**config.mk**
```make
export PLATFORM = sky130hd
export DESIGN_NAME = fpu_cvt_wb
export DESIGN_NICKNAME = d
export VERILOG_FILES = /design/src/rtl/fpu_cvt_wb_pkg.sv /design/src/rtl/fpu_cvt_wb.sv
export SDC_FILE = /design/constraint.sdc
export NUM_CORES = 1
export LEC_CHECK = 0
export CORE_UTILIZATION = 30
export CTS_BUF_LIST = sky130_fd_sc_hd__clkbuf_16
export CTS_CLUSTER_DIAMETER = 100
export DETAILED_ROUTE_END_ITERATION = 8
export SLEW_MARGIN = 25
export SYNTH_ARGS = -nofsm -noshare
export SYNTH_HDL_FRONTEND = slang
export SYNTH_SLANG_ARGS = --single-unit
export TNS_END_PERCENT = 20
```
**constraint.sdc**
```tcl
create_clock -name i_clk -period 5.05 [get_ports i_clk]
set_clock_uncertainty 0.1 [all_clocks]
set_input_delay 0.505 -clock i_clk [delete_from_list [all_inputs] [get_ports i_clk]]
set_output_delay 0.505 -clock i_clk [all_outputs]
set_load 0.005 [all_outputs]
```
**src/rtl/fpu_cvt_wb_pkg.sv**
```systemverilog
// Shared types for the FPU conversion writeback buffer: slot record, register bundle, oldest-match search.
// Struct widths follow the *_P constants; change them here when resizing the buffer.
package fpu_cvt_wb_pkg;

  localparam int NUNITS_P = 2;
  localparam int DEPTH_P  = 4;
  localparam int RES_W_P  = 64;
  localparam int IDX_W    = $clog2(DEPTH_P);
  localparam int CNT_W    = IDX_W + 1;

  typedef enum logic [1:0] {
    ST_FREE = 2'd0,
    ST_PEND = 2'd1,
    ST_DONE = 2'd2
  } slot_state_e;

  typedef struct packed {
    slot_state_e        state;
    logic [1:0]         unit;
    logic [5:0]         rd;
    logic [RES_W_P-1:0] res;
  } slot_t;

  typedef slot_t [DEPTH_P-1:0] slot_arr_t;

  typedef struct packed {
    slot_arr_t        slots;
    logic [IDX_W-1:0] wptr;
    logic [IDX_W-1:0] rptr;
    logic [CNT_W-1:0] cnt;
    logic             err;
  } regs_t;

  localparam regs_t REGS_RST = '0;

  // Returns {found, index} of the PEND slot for this unit closest to rptr, walking forward with wrap.
  function automatic logic [IDX_W:0] find_oldest_pend(input slot_arr_t        slots,
                                                      input logic [IDX_W-1:0] rptr,
                                                      input logic [1:0]       unit);
    logic [IDX_W:0]   hit;
    logic [IDX_W-1:0] idx;
    hit = '0;
    for (int i = DEPTH_P - 1; i >= 0; i--) begin
      idx = rptr + IDX_W'(i);
      if (slots[idx].state == ST_PEND && slots[idx].unit == unit) begin
        hit = {1'b1, idx};
      end
    end
    return hit;
  endfunction

endpackage

```
**src/rtl/fpu_cvt_wb.sv**
```systemverilog
// In-order writeback buffer for multi-cycle FPU conversion units: tracks issued conversions,
// captures their result pulses and hands them to writeback in issue order over valid/ready.
module fpu_cvt_wb
  import fpu_cvt_wb_pkg::*;
#(
  parameter int NUNITS = NUNITS_P,
  parameter int DEPTH  = DEPTH_P,
  parameter int RES_W  = RES_W_P
) (
  input  logic                    i_clk,
  input  logic                    i_nrst,
  input  logic                    i_issue,
  input  logic [1:0]              i_unit,
  input  logic [5:0]              i_rd,
  output logic                    o_issue_ready,
  input  logic [NUNITS-1:0]       i_res_valid,
  input  logic [NUNITS*RES_W-1:0] i_res,
  output logic                    o_wb_valid,
  output logic [5:0]              o_wb_rd,
  output logic [RES_W-1:0]        o_wb_res,
  input  logic                    i_wb_ready,
  output logic                    o_err,
  output logic [CNT_W-1:0]        o_cnt
);

  regs_t          r;
  regs_t          rin;
  logic           accept;
  logic           pop;
  logic [IDX_W:0] hit;

  assign o_issue_ready = (r.cnt < CNT_W'(DEPTH));
  assign o_wb_valid    = (r.slots[r.rptr].state == ST_DONE);
  assign o_wb_rd       = r.slots[r.rptr].rd;
  assign o_wb_res      = r.slots[r.rptr].res;
  assign o_err         = r.err;
  assign o_cnt         = r.cnt;

  always_comb begin : comb_proc
    rin    = r;
    hit    = '0;
    accept = i_issue && o_issue_ready;
    pop    = o_wb_valid && i_wb_ready;

    if (pop) begin
      rin.slots[r.rptr].state = ST_FREE;
      rin.rptr                = r.rptr + IDX_W'(1);
    end

    // Matching looks only at registered state, so a slot accepted this cycle cannot be hit.
    for (int u = 0; u < NUNITS; u++) begin
      if (i_res_valid[u]) begin
        hit = find_oldest_pend(r.slots, r.rptr, 2'(u));
        if (hit[IDX_W]) begin
          rin.slots[hit[IDX_W-1:0]].state = ST_DONE;
          rin.slots[hit[IDX_W-1:0]].res   = i_res[u*RES_W +: RES_W];
        end else begin
          rin.err = 1'b1;
        end
      end
    end

    if (accept) begin
      rin.slots[r.wptr].state = ST_PEND;
      rin.slots[r.wptr].unit  = i_unit;
      rin.slots[r.wptr].rd    = i_rd;
      rin.wptr                = r.wptr + IDX_W'(1);
    end

    case ({accept, pop})
      2'b10:   rin.cnt = r.cnt + CNT_W'(1);
      2'b01:   rin.cnt = r.cnt - CNT_W'(1);
      default: rin.cnt = r.cnt;
    endcase
  end

  always_ff @(posedge i_clk or negedge i_nrst) begin : rg_proc
    if (!i_nrst) begin
      r <= REGS_RST;
    end else begin
      r <= rin;
    end
  end

endmodule
```
==> load_flow_metrics.sql <==
INSERT INTO impl_metrics (metric_group, metric, value, unit) VALUES
('clock_network', 'clockRootBuffer', 'sky130_fd_sc_hd__clkbuf_16', ''),
('floorplan', 'io-pin-count', '218', ''),
('floorplan', 'die_h', '246', 'µm'),
('logic_synthesis', 'post_synth_most_frequent_cells', '304 x sky130_fd_sc_hd__dfrtp_1, 265 x sky130_fd_sc_hd__nand3_1, 262 x sky130_fd_sc_hd__a31oi_1', ''),
('cells_and_area', 'fin_area', '21800', 'µm²'),
('clock_network', 'tritoncts', 'yes', ''),
('drt', 'dr.first_iter.drc_count', '2349', ''),
('logic_synthesis', 'ys_ff_latch', '304', ''),
('drt', 'drt.antenna.violating_nets', '0', ''),
('setup_path', 'critical_path_class', 'reg2reg', ''),
('setup_path', 'startpoint_type', 'flip-flop', ''),
('clock_network', 'cts-resized-gates', '0', ''),
('floorplan', 'fp.dieW', '246', 'µm'),
('clock_network', 'clk_path_buf_depth', '3', ''),
('run', 'cap_violations', '0', ''),
('setup_path', 'timing.critical_path.required', '5.43', 'ns'),
('timing', 'finalSetupTns', '0', 'ns'),
('grt', 'grt_start_max_net_pins', '131', ''),
('logic_synthesis', 'synthesis.yosys.warnings', '0', ''),
('timing', 'finalHoldViolCount', '0', ''),
('drt', 'detail_route.wirelength', '75500', 'µm'),
('grt', 'grt_overflow_total', '0', ''),
('timing', 'rsz0062_at_grt', 'false', ''),
('logic_synthesis', 'synthesis.instances', '1831', ''),
('logic_synthesis', 'yosys-top-cells-area', 'sky130_fd_sc_hd__dfrtp_1 43%, sky130_fd_sc_hd__mux4_2 10%, sky130_fd_sc_hd__a31oi_1 9.2%, sky130_fd_sc_hd__nand3_1 7.4%, sky130_fd_sc_hd__o21ai_0 6.5%', ''),
('clock_network', 'clkSinkCount', '304', ''),
('logic_synthesis', 'synth-main-ff-cell', 'sky130_fd_sc_hd__dfrtp_1', ''),
('cells_and_area', 'drive_gt1_share', '12.2', '%'),
('min_path', 'min_path_cells', '1', ''),
('timing', 'maxSlewViolCount', '0', ''),
('clock_network', 'worstSkewPairLatency', '0.56', 'ns'),
('grt', 'first_pass_grt_wire_length', '114000', 'µm'),
('clock_network', 'htree_num_levels', '2', ''),
('timing', 'count_of_final_setup_violators', '0', ''),
('logic_synthesis', 'synth_most_common_cell', 'sky130_fd_sc_hd__dfrtp_1', ''),
('timing', 'finalCriticalPeriod', '4.48', 'ns'),
('floorplan', 'row_count', '89', ''),
('cells_and_area', 'design.final.nets', '2017', ''),
('grt', 'initial_antenna_violation_count', '12', ''),
('logic_synthesis', 'ys_async_sr_fraction', '100', '%'),
('clock_network', 'post_cts.repair.setup_buffers', '0', ''),
('clock_network', 'cts_inserted_buffers', '38', ''),
('drt', 'number_of_detailed_route_iterations_in_the_first_pass', '6', ''),
('grt', 'global_route.usage.total', '24.2', '%'),
('clock_network', 'number_of_hold_buffers_added_after_cts', '1', ''),
('timing', 'timing.slew.headroom', '27.0', '%'),
('timing', 'fmax', '223', 'MHz'),
('setup_path', 'cp.arrival', '4.85', 'ns'),
('logic_synthesis', 'seq_area_frac_synth', '42.6', '%'),
('setup_path', 'crit_path_end_kind', 'flip-flop', ''),
('status', 'outcome', 'finished, final reports clean', ''),
('grt', 'via_count_of_the_first_global_routing_pass', '18560', ''),
('setup_path', 'worst-path-max-fanout', '80', ''),
('setup_path', 'worst-r2r-cell-count', '10', ''),
('setup_path', 'r2r-end', 'r[273]$_DFF_PN0_', ''),
('placement', 'detailed_place_hpwl', '40500', 'µm'),
('placement', 'gp_congestion', '0.836', ''),
('placement', 'portBuffers', '217', ''),
('setup_path', 'critical_path.reg2reg.startpoint', 'r[5]$_DFFE_PN0N_', ''),
('drt', 'dr_total_vias', '18112', ''),
('logic_synthesis', 'synth.avg_cell_area', '9.76', 'µm²'),
('logic_synthesis', 'synth_fp_nets', '1983', ''),
('cells_and_area', 'area.growth.synth_to_final', '22.1', '%'),
('clock_network', 'clkSlewWorstSetupHoldPaths', '0.05', 'ns'),
('placement', 'placed_standard_cell_area', '20600', 'µm²'),
('logic_synthesis', 'number_of_unique_standard_cell_types_used_by_synthesis', '53', ''),
('timing', 'final_cycle_share', '88.7', '%'),
('logic_synthesis', 'netlist_area', '17900', 'µm²'),
('min_path', 'holdCritPathClass', 'reg2reg', ''),
('drt', 'remaining_routing_drc_violations', '0', ''),
('floorplan', 'core_area', '58900', 'µm²');
stage by stage:
stage                     util, %  std cells  setup slack (ns)  hold slack (ns)
after floorplan                 -       1831              1.15            0.109
after global placement       34.9       2597             0.880            0.381
after detailed placement     34.9       2597             0.729            0.387
after CTS                    37.0       2666             0.694            0.400
after global routing         37.0       2669             0.409            0.408
final                        37.0       2672             0.571            0.394
routing by layer:
| layer | wire length (µm) | part of all wire (%) | GRT usage, % |
|---|---|---|---|
| met5 | 103 | 0.14 | 0 |
| met4 | 2220 | 2.9 | 10.4 |
| met3 | 8610 | 11 | 6.75 |
| met2 | 34600 | 46 | 37.3 |
| met1 | 30000 | 40 | 31.7 |
critical path, stage by stage (launching register included):
cell	delay [ns]
sky130_fd_sc_hd__dfrtp_4	0.62
sky130_fd_sc_hd__inv_1	0.16
sky130_fd_sc_hd__ha_1	0.52
sky130_fd_sc_hd__mux4_2	0.61
sky130_fd_sc_hd__nand3_1	0.17
sky130_fd_sc_hd__o311ai_2	0.17
sky130_fd_sc_hd__a31oi_4	0.20
sky130_fd_sc_hd__buf_4	0.48
sky130_fd_sc_hd__buf_4	0.83
sky130_fd_sc_hd__a2111oi_0	0.19
sky130_fd_sc_hd__a31oi_1	0.22
state kept, by name, indices dropped and copies added (netlist names):
signal  count
r         300
o_err       1
o_cnt       3
area by class of cell:
cell class                      count  area (µm²)
Multi-Input combinational cell   1249        9270
Inverter                           13        51.3
Clock inverter                     27         191
Tap cell                          773         967
Clock buffer                       41        1030
Fill cell                        5711       37100
Timing Repair Buffer              259        2680
Antenna cell                        6        15.0
Sequential cell                   304        7610
logic make-up after synthesis:
| family | count (synthesis) | share of synthesized area (%) |
|---|---|---|
| buffers and inverters | 278 | 6.28 |
| AO/OA/AOI/OAI | 736 | 26.5 |
| flip-flops | 304 | 42.6 |
| AND/OR/NAND/NOR | 384 | 11.5 |
| XOR/XNOR | 5 | 0.245 |
| adder cells (fa/ha/maj) | 10 | 0.742 |
| multiplexers | 114 | 12.1 |
placed cells by master (no fill, tap or decap), types with 22 or more instances in the layout:
cell and n:
sky130_fd_sc_hd__nor4_1 64, sky130_fd_sc_hd__dfrtp_1 302, sky130_fd_sc_hd__o21ai_0 233, sky130_fd_sc_hd__nand3_1 262
sky130_fd_sc_hd__clkbuf_16 41, sky130_fd_sc_hd__clkdlybuf4s50_1 216, sky130_fd_sc_hd__a31oi_1 262, sky130_fd_sc_hd__a211oi_1 64
sky130_fd_sc_hd__a2111oi_0 128, sky130_fd_sc_hd__mux4_2 79, sky130_fd_sc_hd__buf_4 25, sky130_fd_sc_hd__mux2_2 32
sky130_fd_sc_hd__o21ai_1 27, sky130_fd_sc_hd__inv_1 22
worst max path at each step:
stage	from	end	slack (ns)	cells past startpoint
global placement	r[5]$_DFFE_PN0N_	r[90]$_DFF_PN0_	0.88	10
CTS	r[5]$_DFFE_PN0N_	r[269]$_DFF_PN0_	0.69	10
floorplan	r[5]$_DFFE_PN0N_	r[230]$_DFF_PN0_	1.15	14
finish	r[5]$_DFFE_PN0N_	r[273]$_DFF_PN0_	0.57	10
detailed placement	r[5]$_DFFE_PN0N_	r[190]$_DFF_PN0_	0.73	9
global route	r[5]$_DFFE_PN0N_	r[255]$_DFF_PN0_	0.41	10
Power is left out: the tool's default activity adds up to more than one toggle a clock period on the data nets, which glitch-free logic cannot reach.
